--- src/rtl/shake_pkg.sv ---
// Shared constants, Keccak state type and squeeze FSM encoding for the SHAKE256 blocks.
package shake_pkg;

  localparam int unsigned LANE_W     = 64;
  localparam int unsigned RATE_LANES = 17;

  typedef logic [0:4][0:4][LANE_W-1:0] keccak_state_t;

  typedef enum logic [1:0] {
    IDLE,
    WAIT_STATE,
    EMIT
  } sq_state_e;

endpackage

--- src/rtl/shake256_squeeze.sv ---
// SHAKE256 squeeze engine: streams rate lanes of successive Keccak states as 64-bit words,
// requesting one extra permutation per block beyond the first.
module shake256_squeeze #(
  parameter int unsigned RATE_LANES = shake_pkg::RATE_LANES,
  parameter int unsigned LEN_W      = 16
) (
  input  logic                                  clk,
  input  logic                                  rst,
  input  logic                                  start,
  input  logic [LEN_W-1:0]                      out_len,
  input  logic                                  state_valid,
  input  logic [0:4][0:4][shake_pkg::LANE_W-1:0] state_in,
  output logic                                  perm_req,
  output logic [shake_pkg::LANE_W-1:0]          out_data,
  output logic                                  out_valid,
  input  logic                                  out_ready,
  output logic                                  out_last,
  output logic                                  busy,
  output logic                                  done
);
  import shake_pkg::*;

  localparam int unsigned IDX_W = (RATE_LANES > 1) ? $clog2(RATE_LANES) : 1;
  localparam logic [IDX_W-1:0] LAST_IDX = IDX_W'(RATE_LANES - 1);

  sq_state_e            state_q, state_n;
  logic [LEN_W-1:0]     remaining_q, remaining_n;
  logic [IDX_W-1:0]     lane_idx_q, lane_idx_n;
  logic [LANE_W-1:0]    buffer [RATE_LANES];
  keccak_state_t        st;
  logic                 capture;
  logic                 perm_req_n, done_n, out_valid_n, out_last_n, busy_n;
  logic [LANE_W-1:0]    out_data_n;

  assign st = state_in;

  // Next-state and next-output logic; outputs are registered from these values.
  always_comb begin
    state_n     = state_q;
    remaining_n = remaining_q;
    lane_idx_n  = lane_idx_q;
    capture     = 1'b0;
    perm_req_n  = 1'b0;
    done_n      = 1'b0;
    out_valid_n = 1'b0;
    out_last_n  = 1'b0;
    out_data_n  = '0;
    busy_n      = 1'b0;

    case (state_q)
      IDLE: begin
        if (start) begin
          if (out_len == '0) begin
            done_n = 1'b1;
          end else begin
            remaining_n = out_len;
            state_n     = WAIT_STATE;
          end
        end
      end
      WAIT_STATE: begin
        if (state_valid) begin
          capture    = 1'b1;
          lane_idx_n = '0;
          state_n    = EMIT;
        end
      end
      EMIT: begin
        if (out_ready) begin
          remaining_n = remaining_q - LEN_W'(1);
          // Final word wins over rate exhaustion so no spurious permutation is requested.
          if (remaining_q == LEN_W'(1)) begin
            state_n    = IDLE;
            done_n     = 1'b1;
            lane_idx_n = '0;
          end else if (lane_idx_q == LAST_IDX) begin
            state_n    = WAIT_STATE;
            perm_req_n = 1'b1;
            lane_idx_n = '0;
          end else begin
            lane_idx_n = lane_idx_q + IDX_W'(1);
          end
        end
      end
      default: state_n = IDLE;
    endcase

    busy_n      = (state_n != IDLE);
    out_valid_n = (state_n == EMIT);
    out_last_n  = out_valid_n && (remaining_n == LEN_W'(1));
    // Lane 0 bypasses the buffer in the capture cycle since the buffer is written on the same edge.
    if (capture) begin
      out_data_n = st[0][0];
    end else if (out_valid_n) begin
      out_data_n = buffer[lane_idx_n];
    end
  end

  always_ff @(posedge clk) begin
    if (rst) begin
      state_q     <= IDLE;
      remaining_q <= '0;
      lane_idx_q  <= '0;
      perm_req    <= 1'b0;
      done        <= 1'b0;
      out_valid   <= 1'b0;
      out_last    <= 1'b0;
      out_data    <= '0;
      busy        <= 1'b0;
    end else begin
      state_q     <= state_n;
      remaining_q <= remaining_n;
      lane_idx_q  <= lane_idx_n;
      perm_req    <= perm_req_n;
      done        <= done_n;
      out_valid   <= out_valid_n;
      out_last    <= out_last_n;
      out_data    <= out_data_n;
      busy        <= busy_n;
    end
  end

  // Rate-lane capture: lane i lives at A[i%5][i/5].
  always_ff @(posedge clk) begin
    if (capture) begin
      for (int unsigned i = 0; i < RATE_LANES; i++) begin
        buffer[i] <= st[3'(i % 5)][3'(i / 5)];
      end
    end
  end

endmodule

--- config.mk ---
export PLATFORM = sky130hd
export DESIGN_NAME = shake256_squeeze
export DESIGN_NICKNAME = d
export VERILOG_FILES = /design/src/rtl/shake_pkg.sv /design/src/rtl/shake256_squeeze.sv
export SDC_FILE = /design/constraint.sdc
export NUM_CORES = 1
export LEC_CHECK = 0
export BUFFER_PORTS_ARGS = -buffer_cell sky130_fd_sc_hd__buf_2
export CELL_PAD_IN_SITES_DETAIL_PLACEMENT = 1
export CELL_PAD_IN_SITES_GLOBAL_PLACEMENT = 1
export CORE_AREA = 4 4 662 664
export CTS_BUF_LIST = sky130_fd_sc_hd__clkbuf_4 sky130_fd_sc_hd__clkbuf_8 sky130_fd_sc_hd__clkbuf_16
export DETAILED_ROUTE_END_ITERATION = 8
export DIE_AREA = 0 0 666 668
export GPL_TIMING_DRIVEN = 0
export PLACE_DENSITY = 0.35
export SLEW_MARGIN = 20
export SYNTH_ARGS = -nofsm -noshare
export SYNTH_HDL_FRONTEND = slang
export SYNTH_SLANG_ARGS = --single-unit
--- constraint.sdc ---
create_clock -name clk -period 44.3 [get_ports clk]
set_input_delay 6.645 -clock clk [delete_from_list [all_inputs] [get_ports clk]]
set_output_delay 6.645 -clock clk [all_outputs]
set_load 0.05 [all_outputs]
==> impl_metrics.json <==
{
  "drv_cap": 0,
  "track_usage": 0.138,
  "initial_core_util": 0.105,
  "min-delay-start": "remaining_q[15]",
  "regToRegEndpoint": "out_data[54]",
  "hold_path.class": "reg2reg",
  "grt_pass1_vias": 36779,
  "rsz0062_at_grt": "false",
  "clock_power_share": 0.509,
  "gp_congestion": 0.792,
  "fp.dieH_um": 668,
  "hold_violations": 0,
  "arrival_ns": 11.57,
  "fin_crit_ns": 10.89,
  "cts_resized": 0,
  "finalSetupViolations": 0,
  "synth.distinct_cells": 64,
  "slowest_stage": "mux2i_1",
  "synth_area_mm2": 0.0453,
  "yosys_warnings": 0,
  "grt_pass1_wl_um": 396000,
  "dr_total_vias": 35158,
  "synth_seq_area_share": 0.762,
  "crit_top_cell": "buf_2",
  "swShare": 0.239,
  "cts-root-buf": "clkbuf_16",
  "design.core.area_mm2": 0.433,
  "min_path_cells": 2,
  "wl_per_cell_um": 29.7,
  "p_total_w": 0.00297,
  "placed_area_mm2": 0.0594,
  "cts_tree": "built",
  "final_common_cell": "buf_2",
  "dieArea_mm2": 0.445,
  "synth_seq_cells": 1180,
  "cts_buffer_depth": 4,
  "num_rows": 242,
  "powerDensity_mw_per_mm2": 45.1,
  "required_ns": 44.98,
  "outcome": "finished clean",
  "hold-path-endpoint": "remaining_q[15]",
  "finalMaxSlewViolations": 0,
  "critPathMaxStageDelay_ns": 0.99,
  "nNetsFinal": 6322,
  "grt_start_max_net_pins": 54,
  "layout_common_cells": "1239 x buf_2, 1088 x edfxtp_1, 833 x nand2_1",
  "async_reset_ff_frac": 0,
  "internal_power_w": 0.00226,
  "drtPass1Iterations": 5,
  "avgViaCountPerCell": 3.28,
  "post-route-util": 0.152,
  "io_pins": 1690,
  "clock.fmax_mhz": 91.8,
  "peakVddDrop_v": 0.0000308,
  "reg2regPathDepth": 13,
  "r2r_slack_ns": 38.60,
  "p_leak_nw": 22.9,
  "hpwlAfterDp_um": 260000,
  "cp-end-kind": "flip-flop",
  "ctsHoldBuffers": 0,
  "fp.dieW_um": 666,
  "yosys.area.top_type": "edfxtp_1",
  "cts.sinks": 1180,
  "worstMarginPinSlew_ns": 1.11,
  "power_frac_comb": 0.055,
  "synth_ff_type": "edfxtp_1",
  "drt_iter0_drc": 2408,
  "slew_headroom": 0.239,
  "period_share": 0.246,
  "synth_top_area_frac": 0.722,
  "synth_nets": 4929,
  "synth.avg_cell_area_um2": 13.7,
  "cts.reportedPaths.clkPinSlew_ns": 0.07,
  "syn-instance-count": 3300,
  "grt_overflow_total": 0,
  "crit_chain": "buf_2 -> buf_2 -> nand2b_1 -> a221oi_1 -> o21ai_1 -> nand2_1 -> buf_2 -> buf_2 -> mux2i_1 -> o21ai_1 -> nor4_1 -> o31ai_1",
  "synth_area_leaders": "edfxtp_1 72%, nand2_1 6.9%, a21oi_1 4.3%, dfxtp_1 4.1%, mux2i_1 3.0%",
  "start_kind": "input port",
  "drive_above_1_share": 0.339,
  "fillers": 49663,
  "fin_area_mm2": 0.0659,
  "synthToLayoutAreaGrowth_pct": 45.6,
  "cts_buffers": 167,
  "antenna_left": 0,
  "post_cts.repair.setup_buffers": 0,
  "clock_skew_ns": 0.0564,
  "r2r_start": "state_q[0]",
  "drc_errors": 0,
  "worstSkewPairLatency_ns": 0.86,
  "synth-edff-count": 1088,
  "io_buffers": 1177,
  "wirelength_um": 319000,
  "pwr-share-seq": 0.436,
  "cp_max_fo": 10,
  "htree_num_levels": 4,
  "path_class": "in2reg",
  "antenna_found_initial": 437,
  "p_sw_w": 0.000711
}
per-layer routing:
metal / up-vias / GRT usage / share of wire
met4: 120 / 0.0338 / 0.030
met3: 726 / 0.0422 / 0.078
li1: 15296 / - / -
met2: 1621 / 0.238 / 0.48
met1: 17395 / 0.166 / 0.41
met5: - / 0 / 0.0023
critical path, delay by kind of cell:
family          cells  cell delay [ns]
buf+inv             4             1.78
simple gates        3             1.16
mux                 1             0.99
compound gates      4             0.91
layout make-up:
class,count,area [um2],area share
inverters,11,41.3,0.000627
diodes,165,413,0.00627
well taps,5734,7170,0.109
repair buffers,1224,6830,0.104
clock buffers,208,4600,0.0698
clock inverters,97,1460,0.0221
plain buffers,198,920,0.0140
flip-flops and latches,1180,34500,0.524
multi-input cells,1911,9950,0.151
flip-flops by register name, summed over array words and instances, names as in the netlist, 2 cells and up:
register     count
state_q          2
buffer        1088
remaining_q     16
out_data        64
lane_idx_q       5
cells in the mapped netlist (25+ instances only):
cell / n
o21ai_1: 40
edfxtp_1: 1088
mux2i_1: 134
a21oi_1: 385
o31ai_1: 62
o21ai_0: 166
nand2_1: 833
dfxtp_1: 92
nor4_1: 132
nor2_1: 25
buf_2: 59
clkbuf_1: 115
worst max path at each step:
stage	startpoint	end	slack (ns)	depth (start not counted)
floorplan	state_valid	out_data[10]	10.09	9
global placement	state_valid	out_data[21]	-9.61	10
detailed placement	out_ready	out_data[51]	32.18	12
CTS	out_ready	out_data[54]	33.15	12
global route	out_ready	out_data[51]	33.01	12
finish	out_ready	out_data[54]	33.41	12
power by group through the flow:
stage / clock [W] / combinational (W) / sequential (W)
finish: 0.00151 / 0.000163 / 0.00129
floorplan: 0 / 0.0000494 / 0.00138
global route: 0.00162 / 0.000178 / 0.00130
detailed placement: 0 / 0.000168 / 0.00132
CTS: 0.00158 / 0.000169 / 0.00130
global placement: 0 / 0.000156 / 0.00143
kinds of logic after synthesis:
logic type / count (synthesis) / share of synthesized area
muxes: 136 / 0.0301
and+or+nand+nor: 1059 / 0.0992
DFF: 1180 / 0.762
xor gates and xnor gates: 3 / 0.000581
adders and majority gates: 8 / 0.00221
AOI/OAI and AO/OA: 705 / 0.0853
buffers and inverters: 209 / 0.0201
through the flow:
stage / instances / TNS (ns) / hold WS, ns / setup WS (ns)
floorplan: 3300 / 0 / 0.504 / 10.09
global placement: 10211 / -5718.33 / 0.552 / -9.61
detailed placement: 10258 / 0 / 0.549 / 32.18
CTS: 10563 / 0 / 0.565 / 33.15
global route: 10589 / 0 / 0.624 / 33.01
finish: 10728 / 0 / 0.566 / 33.41
Note: power is estimated with default switching activity, not from simulation.
